[src/rtl/store_queue.sv]
// Speculative store queue: circular buffer split into committed and speculative regions,
// draining committed stores to memory. Define STORE_QUEUE_FORWARD_EN for store-to-load forwarding.
module store_queue #(
    parameter int DATA_W = 16,
    parameter int ADDR_W = 16,
    parameter int DEPTH  = 8,
    parameter int CMT_W  = 2
) (
    input  logic                     clk,
    input  logic                     reset,
    input  logic                     flush,
    input  logic                     in_valid,
    input  logic [ADDR_W-1:0]        in_addr,
    input  logic [DATA_W-1:0]        in_data,
    output logic                     in_ready,
    input  logic [CMT_W-1:0]         commit_cnt,
    input  logic [ADDR_W-1:0]        search_addr,
    output logic [DATA_W-1:0]        search_data,
    output logic                     search_hit,
    output logic                     mem_valid,
    output logic [ADDR_W-1:0]        mem_addr,
    output logic [DATA_W-1:0]        mem_data,
    input  logic                     mem_ready,
    output logic [$clog2(DEPTH):0]   count
);
    localparam int PTR_W = $clog2(DEPTH);
    localparam int CNT_W = PTR_W + 1;
    localparam int CW    = (CMT_W > CNT_W) ? CMT_W : CNT_W;

    logic [PTR_W-1:0]  r_head, r_cmt, r_tail;
    logic [CNT_W-1:0]  r_count, r_ccnt;
    logic [ADDR_W-1:0] r_addr [DEPTH];
    logic [DATA_W-1:0] r_data [DEPTH];

    logic              w_enq, w_pop;
    logic [CNT_W-1:0]  w_spec, w_cmt_n, w_ccnt_next;

    assign in_ready  = (r_count < CNT_W'(DEPTH));
    assign mem_valid = (r_ccnt != '0);
    assign w_enq     = in_valid && in_ready && !flush;
    assign w_pop     = mem_valid && mem_ready;
    assign w_spec    = r_count - r_ccnt;
    assign count     = r_count;

    // Commit saturates at the speculative population present before this edge.
    assign w_cmt_n     = (CW'(commit_cnt) < CW'(w_spec)) ? CNT_W'(commit_cnt) : w_spec;
    assign w_ccnt_next = r_ccnt + w_cmt_n - CNT_W'(w_pop);

    always_ff @(posedge clk or posedge reset) begin
        if (reset) begin
            r_head  <= '0;
            r_cmt   <= '0;
            r_tail  <= '0;
            r_count <= '0;
            r_ccnt  <= '0;
        end else begin
            r_head <= r_head + PTR_W'(w_pop);
            r_cmt  <= r_cmt + PTR_W'(w_cmt_n);
            r_ccnt <= w_ccnt_next;
            if (flush) begin
                // Discard everything younger than the freshly advanced commit point.
                r_tail  <= r_cmt + PTR_W'(w_cmt_n);
                r_count <= w_ccnt_next;
            end else begin
                r_tail  <= r_tail + PTR_W'(w_enq);
                r_count <= r_count + CNT_W'(w_enq) - CNT_W'(w_pop);
            end
        end
    end

    always_ff @(posedge clk) begin
        if (w_enq) begin
            r_addr[r_tail] <= in_addr;
            r_data[r_tail] <= in_data;
        end
    end

    assign mem_addr = mem_valid ? r_addr[r_head] : '0;
    assign mem_data = mem_valid ? r_data[r_head] : '0;

`ifdef STORE_QUEUE_FORWARD_EN
    logic [PTR_W-1:0] w_idx   [DEPTH];
    logic             w_match [DEPTH];

    // Slot gi holds the gi-th oldest entry; later matches override earlier ones.
    for (genvar gi = 0; gi < DEPTH; gi++) begin : g_cmp
        assign w_idx[gi]   = r_head + PTR_W'(gi);
        assign w_match[gi] = (CNT_W'(gi) < r_count) && (r_addr[w_idx[gi]] == search_addr);
    end

    always_comb begin
        search_hit  = 1'b0;
        search_data = '0;
        for (int k = 0; k < DEPTH; k++) begin
            if (w_match[k]) begin
                search_hit  = 1'b1;
                search_data = r_data[w_idx[k]];
            end
        end
    end
`else
    logic w_unused_search;
    assign w_unused_search = ^search_addr;
    assign search_hit      = 1'b0;
    assign search_data     = '0;
`endif
endmodule

[config.mk]
export PLATFORM = sky130hd
export DESIGN_NAME = store_queue
export DESIGN_NICKNAME = d
export VERILOG_FILES = /design/src/rtl/store_queue.sv
export SDC_FILE = /design/constraint.sdc
export NUM_CORES = 1
export LEC_CHECK = 0
export ABC_AREA = 1
export CAP_MARGIN = 20
export CORE_MARGIN = 2
export CORE_UTILIZATION = 40
export CTS_CLUSTER_DIAMETER = 120
export DETAILED_ROUTE_END_ITERATION = 12
export GPL_TIMING_DRIVEN = 0
export PLACE_DENSITY_LB_ADDON = 0.3
export SETUP_SLACK_MARGIN = 0.2
export SLEW_MARGIN = 20
export SYNTH_ARGS = -nofsm -noshare
export SYNTH_HDL_FRONTEND = slang
export SYNTH_SLANG_ARGS = --single-unit
[constraint.sdc]
create_clock -name clk -period 5.6 [get_ports clk]
set_input_delay 0.84 -clock clk [delete_from_list [all_inputs] [get_ports clk]]
set_output_delay 0.84 -clock clk [all_outputs]
set_load 0.01 [all_outputs]
==> results of run 1 <==
## logic make-up after synthesis
family	count (synthesis)
buffers and inverters	103
flip-flops	273
AND/OR/NAND/NOR	482
adder cells (fa/ha/maj)	23
other	1
AO/OA/AOI/OAI	135
XOR/XNOR	7
## state kept, by name (all words and copies together), names as in the netlist
name    count
r_data    128
r_ccnt      4
r_head      3
r_tail      3
r_addr    128
count       4
r_cmt       3
## cell type report
cell class,count,area (µm²),share of cell area [%]
buffer,69,442,3.17
clock buffer,35,706,5.06
clock inverter,10,45.0,0.323
inverter,34,128,0.915
multi-input combinational,664,3050,21.9
sequential,273,8110,58.2
tap,384,480,3.45
timing repair buffer,84,981,7.04
## layer usage
metal / vias to the layer above / part of all wire (%)
met5: - / 0
met4: 0 / 1.8
met3: 39 / 6.4
met2: 259 / 49
met1: 3628 / 43
li1: 3702 / -
## cells in the final DEF, fill, tap and decap left out, drive strengths merged
cell type | netlist | routed
edfxtp | 256 | 256
dfrtp | 17 | 17
nand2 | 105 | 105
or2 | 2 | 2
clkinv | 0 | 9
xnor2 | 2 | 2
buf | 55 | 63
clkbuf | 14 | 49
ha | 19 | 19
o21ai | 132 | 132
nand3 | 43 | 43
clkdlybuf4s50 | 0 | 76
fa | 4 | 4
nand2b | 1 | 1
a21oi | 3 | 3
xor2 | 5 | 5
inv | 34 | 35
nor2 | 331 | 331
conb | 1 | 17
## power groups by stage
stage | clock, µW | sequential [µW] | combinational (µW)
floorplan | 0 | 2520 | 2050
global placement | 0 | 2540 | 3310
detailed placement | 0 | 2530 | 3420
CTS | 1620 | 2490 | 3440
global route | 1690 | 2510 | 3840
finish | 1600 | 2490 | 3400
## path summary, 6_finish.rpt
| kind | end | from |
|---|---|---|
| hold reg to reg | r_cmt[2] | r_cmt[2] |
| min in group asynchronous | r_ccnt[2] | reset |
| hold / removal | r_cmt[2] | r_cmt[2] |
| max in group asynchronous | r_head[2] | reset |
| setup / recovery | mem_data[13] | r_ccnt[2] |
| setup reg to reg | count[2] | count[0] |
## through the flow
stage                     cell area (µm²)  total power (µW)
after floorplan                     11700              4580
after global placement              12900              5850
after detailed placement            13200              5950
after CTS                           13900              7550
after global routing                13900              8040
final                               13900              7480
==> impl_metrics.env, run 1 <==
export IMPL_synth_top_family_by_area="simple AND/OR/NAND/NOR gates"
export IMPL_p_clk_share_pct=21.3
export IMPL_setup_viol=0
export IMPL_power_switching_uw=2840
export IMPL_cts_tree="yes"
export IMPL_synth_compound_area_share_pct=5.82
export IMPL_area_growth_syn_to_layout_pct=20.1
export IMPL_post_cts_resized=0
export IMPL_crit_family="buffers and inverters"
export IMPL_initial_utilization_pct=40.6
export IMPL_vias_per_cell=4.91
export IMPL_synthMuxAreaShare_pct=0
export IMPL_drive_gt1_share_pct=8.21
export IMPL_die_w_um=174
export IMPL_p_sw_share_pct=38.0
export IMPL_internal_power_uw=4640
export IMPL_drtIter0Drc=573
export IMPL_grt_overflow=0
export IMPL_ys_ff_latch=273
export IMPL_io_buffers=76
export IMPL_grt_usage_pct=18.0
export IMPL_yosysSeqAreaShare_pct=69.9
export IMPL_core_area_mm2=0.0286
export IMPL_synthFlopType="edfxtp_1"
export IMPL_firstDrtPassIters=5
export IMPL_hold_path_class="register to register"
export IMPL_pin_count=110
export IMPL_grt_max_degree=20
export IMPL_gp_congestion=0.803
export IMPL_tns_ns=0
export IMPL_dp_hpwl_um=17800
export IMPL_r2r_cells=19
export IMPL_holdWs_ns=0.461
export IMPL_start_kind="register"
export IMPL_crit_fanout=10
export IMPL_die_area_mm2=0.0304
export IMPL_rows=62
export IMPL_worst_pin_slew_ns=0.734
export IMPL_post_cts_buffers=0
export IMPL_synth_simple_area_share_pct=16.1
export IMPL_utilization_pct=48.7
export IMPL_timing_final_crit_share_pct=70.5
export IMPL_cts_root_buf="clkbuf_16"
export IMPL_layout_setup_ws_ns=1.65
export IMPL_synth_cell_types=23
export IMPL_dpl_worst_slack_ns=1.89
export IMPL_drcViolationCount=0
export IMPL_worstPathArrival_ns=3.11
export IMPL_htree_levels=1
export IMPL_rsz0062_at_grt="no"
export IMPL_crit_slowest_cell="clkdlybuf4s50_1"
export IMPL_antenna_found_initial=0
export IMPL_max_clock_freq_ghz=0.253
export IMPL_clock_sinks=273
export IMPL_vdd_ir_drop_worst_mv=0.272
export IMPL_cts_hold_fix_buffers=0
export IMPL_netlist_instances=1024
export IMPL_wl_per_cell_um=17.5
export IMPL_crit_chain="inv_1 > ha_1 > nand2_1 > nor2_1 > inv_1 > buf_1 > nand2_1 > nor2_1 > clkdlybuf4s50_1"
export IMPL_met1_usage_pct=24.2
export IMPL_pwr_share_seq_pct=33.3
export IMPL_cts_buffers=27
export IMPL_worstSetupPathType="register to output pin"
export IMPL_status="complete, no violations"
export IMPL_synth_area_leaders="edfxtp_1 66%, nor2_1 11%, o21ai_0 5.2%"
export IMPL_grt_busiest_layer="met2"
export IMPL_use_met2_pct=30.5
export IMPL_clk_path_buf_depth=3
export IMPL_final_antenna_net_count=0
export IMPL_period_minus_slack_ns=3.95
export IMPL_via_count=7628
export IMPL_cpPeakStageDelay_ns=0.60
export IMPL_yosysMostFrequentCell="nor2_1"
export IMPL_synth_adder_area_share_pct=2.74
export IMPL_grt_pass1_vias=7583
export IMPL_synth_area_mm2=0.0116
export IMPL_hold_viol=0
export IMPL_placed_cells=1508
export IMPL_synth_xor_area_share_pct=0.528
export IMPL_totalWireLength_um=27100
export IMPL_synth_edf_count=256
export IMPL_fill_cells=2494
export IMPL_p_leak_uw=0.00520
export IMPL_synthTopCellsByCount="331 x nor2_1, 256 x edfxtp_1, 121 x o21ai_0, 105 x nand2_1, 43 x nand3_1"
export IMPL_met3_usage_pct=2.47
export IMPL_synth_top_cell_by_area="edfxtp_1"
export IMPL_required_ns=4.76
export IMPL_grt_pass1_wl_um=42300
export IMPL_cp_num_buf_inv=4
export IMPL_slew_viol_final=0
export IMPL_crit_path_end_kind="output pin"
export IMPL_stdcell_count=1553
export IMPL_combPwrFrac_pct=45.4
export IMPL_holdPathStages=1
export IMPL_fin_nets=1231
export IMPL_die_y_um=174
export IMPL_maxCapViolCount=0
export IMPL_yosys_warnings=0
export IMPL_synth_top_area_share_pct=66.2
export IMPL_worst_path_stages=9
export IMPL_antenna_cells=0
export IMPL_worst_skew_pair_late_latency_ns=0.53
export IMPL_p_per_area_mw_per_mm2=537
export IMPL_avgSynthCellArea_um2=11.3
export IMPL_synthArstFlopShare_pct=6.23
export IMPL_cts_reportedPaths_clkPinSlew_ns=0.06
export IMPL_clock_skew_ns=0.0113
export IMPL_rrSetupSlack_ns=1.91
export IMPL_slew_headroom_pct=51.1
(Power assumes the default switching activity.)
==> run 2: changes to the inputs <==
Clock period 5.6 ns to 3.9 ns, I/O delays scaled along.
==> impl_metrics.env, run 2 (synthesized netlist as in run 1, its figures left out) <==
export IMPL_vdd_ir_drop_worst_mv=0.450
export IMPL_firstDrtPassIters=6
export IMPL_final_antenna_net_count=0
export IMPL_period_minus_slack_ns=3.58
export IMPL_holdWs_ns=0.460
export IMPL_rsz0062_at_grt="yes"
export IMPL_dpl_cell_area_mm2=0.0132
export IMPL_initial_utilization_pct=40.6
export IMPL_clock_skew_ns=0.0111
export IMPL_timing_final_crit_share_pct=91.7
export IMPL_pin_count=110
export IMPL_vias_per_cell=4.90
export IMPL_clock_sinks=273
export IMPL_r2r_cells=19
export IMPL_cts_reportedPaths_clkPinSlew_ns=0.06
export IMPL_slew_viol_final=0
export IMPL_stdcell_area_mm2=0.0140
export IMPL_setup_viol=0
export IMPL_core_area_mm2=0.0286
export IMPL_p_per_area_mw_per_mm2=775
export IMPL_cts_root_buf="clkbuf_16"
export IMPL_cp_startpoint="count[0]"
export IMPL_reg_largest_list="r_addr x128, r_data x128"
export IMPL_via_count=7610
export IMPL_crit_end="count[2]"
export IMPL_wl_per_cell_um=17.5
export IMPL_maxCapViolCount=0
export IMPL_grt_overflow=0
export IMPL_timing_rr_start="count[0]"
export IMPL_antenna_found_initial=0
export IMPL_cts_hold_fix_buffers=0
export IMPL_grt_pass1_wl_um=42300
export IMPL_crit_path_end_kind="register"
export IMPL_cts_buffers=27
export IMPL_area_growth_syn_to_layout_pct=20.3
export IMPL_fin_nets=1232
export IMPL_status="complete, no violations"
export IMPL_clk_path_buf_depth=3
export IMPL_rows=62
export IMPL_die_area_mm2=0.0304
export IMPL_p_leak_uw=0.00522
export IMPL_dp_hpwl_um=17800
export IMPL_io_buffers=76
export IMPL_hold_path_class="primary input to asynchronous set/reset pin"
export IMPL_grt_max_degree=20
export IMPL_worst_skew_pair_late_latency_ns=0.53
export IMPL_final_cell_mix="323 x nor2_1, 256 x edfxtp_1, 121 x o21ai_0, 104 x nand2_1, 76 x clkdlybuf4s50_1"
export IMPL_grt_pass1_vias=7583
export IMPL_worstPathArrival_ns=4.01
export IMPL_slew_headroom_pct=50.4
export IMPL_r2r_end="count[2]"
export IMPL_grt_usage_pct=18.0
export IMPL_antenna_cells=0
export IMPL_drtIter0Drc=555
export IMPL_start_kind="register"
export IMPL_worst_pin_slew_ns=0.742
export IMPL_die_y_um=174
export IMPL_rrSetupSlack_ns=0.32
export IMPL_htree_levels=1
export IMPL_crit_fanout=5
export IMPL_max_clock_freq_ghz=0.280
export IMPL_die_w_um=174
export IMPL_drcViolationCount=0
export IMPL_cts_tree="yes"
export IMPL_worstSetupPathType="register to register"
export IMPL_required_ns=4.34
export IMPL_gp_congestion=0.803
export IMPL_drive_gt1_share_pct=8.80
export IMPL_hold_viol=0
export IMPL_totalWireLength_um=27200
export IMPL_mostFrequentLayoutCell="nor2_1"
[run 2: cell types whose count changed in the layout (fill, tap and decap cells not counted), sizes merged]
| cell | change |
|---|---|
| clkbuf | +2 |
| buf | -1 |
[run 2: worst min-delay path by stage]
stage	endpoint	cells after the start	from	slack, ns
global placement	r_cmt[2]	1	r_cmt[2]	0.46
global route	r_cmt[2]	1	r_cmt[2]	0.50
CTS	r_cmt[2]	1	r_cmt[2]	0.46
floorplan	r_cmt[2]	1	r_cmt[2]	0.44
detailed placement	r_cmt[2]	1	r_cmt[2]	0.45
finish	r_ccnt[2]	2	reset	0.46
[run 2: critical path, cell delays in order, from the launching register on]
cell,delay (ns)
dfrtp_1,0.41
inv_1,0.08
ha_1,0.14
inv_1,0.06
fa_1,0.52
inv_1,0.07
ha_1,0.27
o21ai_0,0.09
a21oi_2,0.25
nand2_2,0.12
nand2_1,0.07
nand2_1,0.05
ha_1,0.28
inv_1,0.06
ha_1,0.16
inv_1,0.05
fa_1,0.40
xnor2_2,0.22
nand2_1,0.08
o21ai_0,0.10
[run 2: routing by layer]
layer,vias to the layer above,track usage (%),wire [µm]
met1,3619,24.2,11600
met5,-,0,0
met2,247,30.5,13300
li1,3703,-,-
met3,41,2.47,1750
met4,0,5.01,508
[run 2: final cells by class]
cell class                 instances  area [µm²]
clock inverter                    10        45.0
tap                              384         480
timing repair buffer              85         988
sequential                       273        8110
fill                            2488       14700
buffer                            69         445
clock buffer                      35         706
inverter                          34         128
multi-input combinational        664        3060
[run 2: repair_timing]
action / in CTS / in global routing
setup buffers: 0 / 1
endpoints found under the setup margin: 0 / 11
gates resized for setup: 0 / 7
endpoints found under the hold margin: 0 / 0
[run 2: through the flow]
stage               cells  worst slack [ns]  TNS (ns)  power, µW  util [%]
floorplan            1040             0.596         0       6570         -
global placement     1500            -0.787   -149.15       8390      45.1
detailed placement   1508             0.276         0       8540      46.1
CTS                  1553             0.202         0      10800      48.7
global route         1554             0.129         0      11600      48.8
finish               1554             0.325         0      10800      48.8
[run 2: power breakdown]
group	switching, µW	internal, µW	total (µW)
combinational	2980	1990	4970
clock	1020	1260	2280
sequential	115	3460	3580
total	4110	6720	10800
==> run 3: changes to the inputs <==
Settings changed: GPL_ROUTABILITY_DRIVEN set to 1.
==> results of run 3 <==
No change in the layout: final DEF, timing and power equal those of run 2.
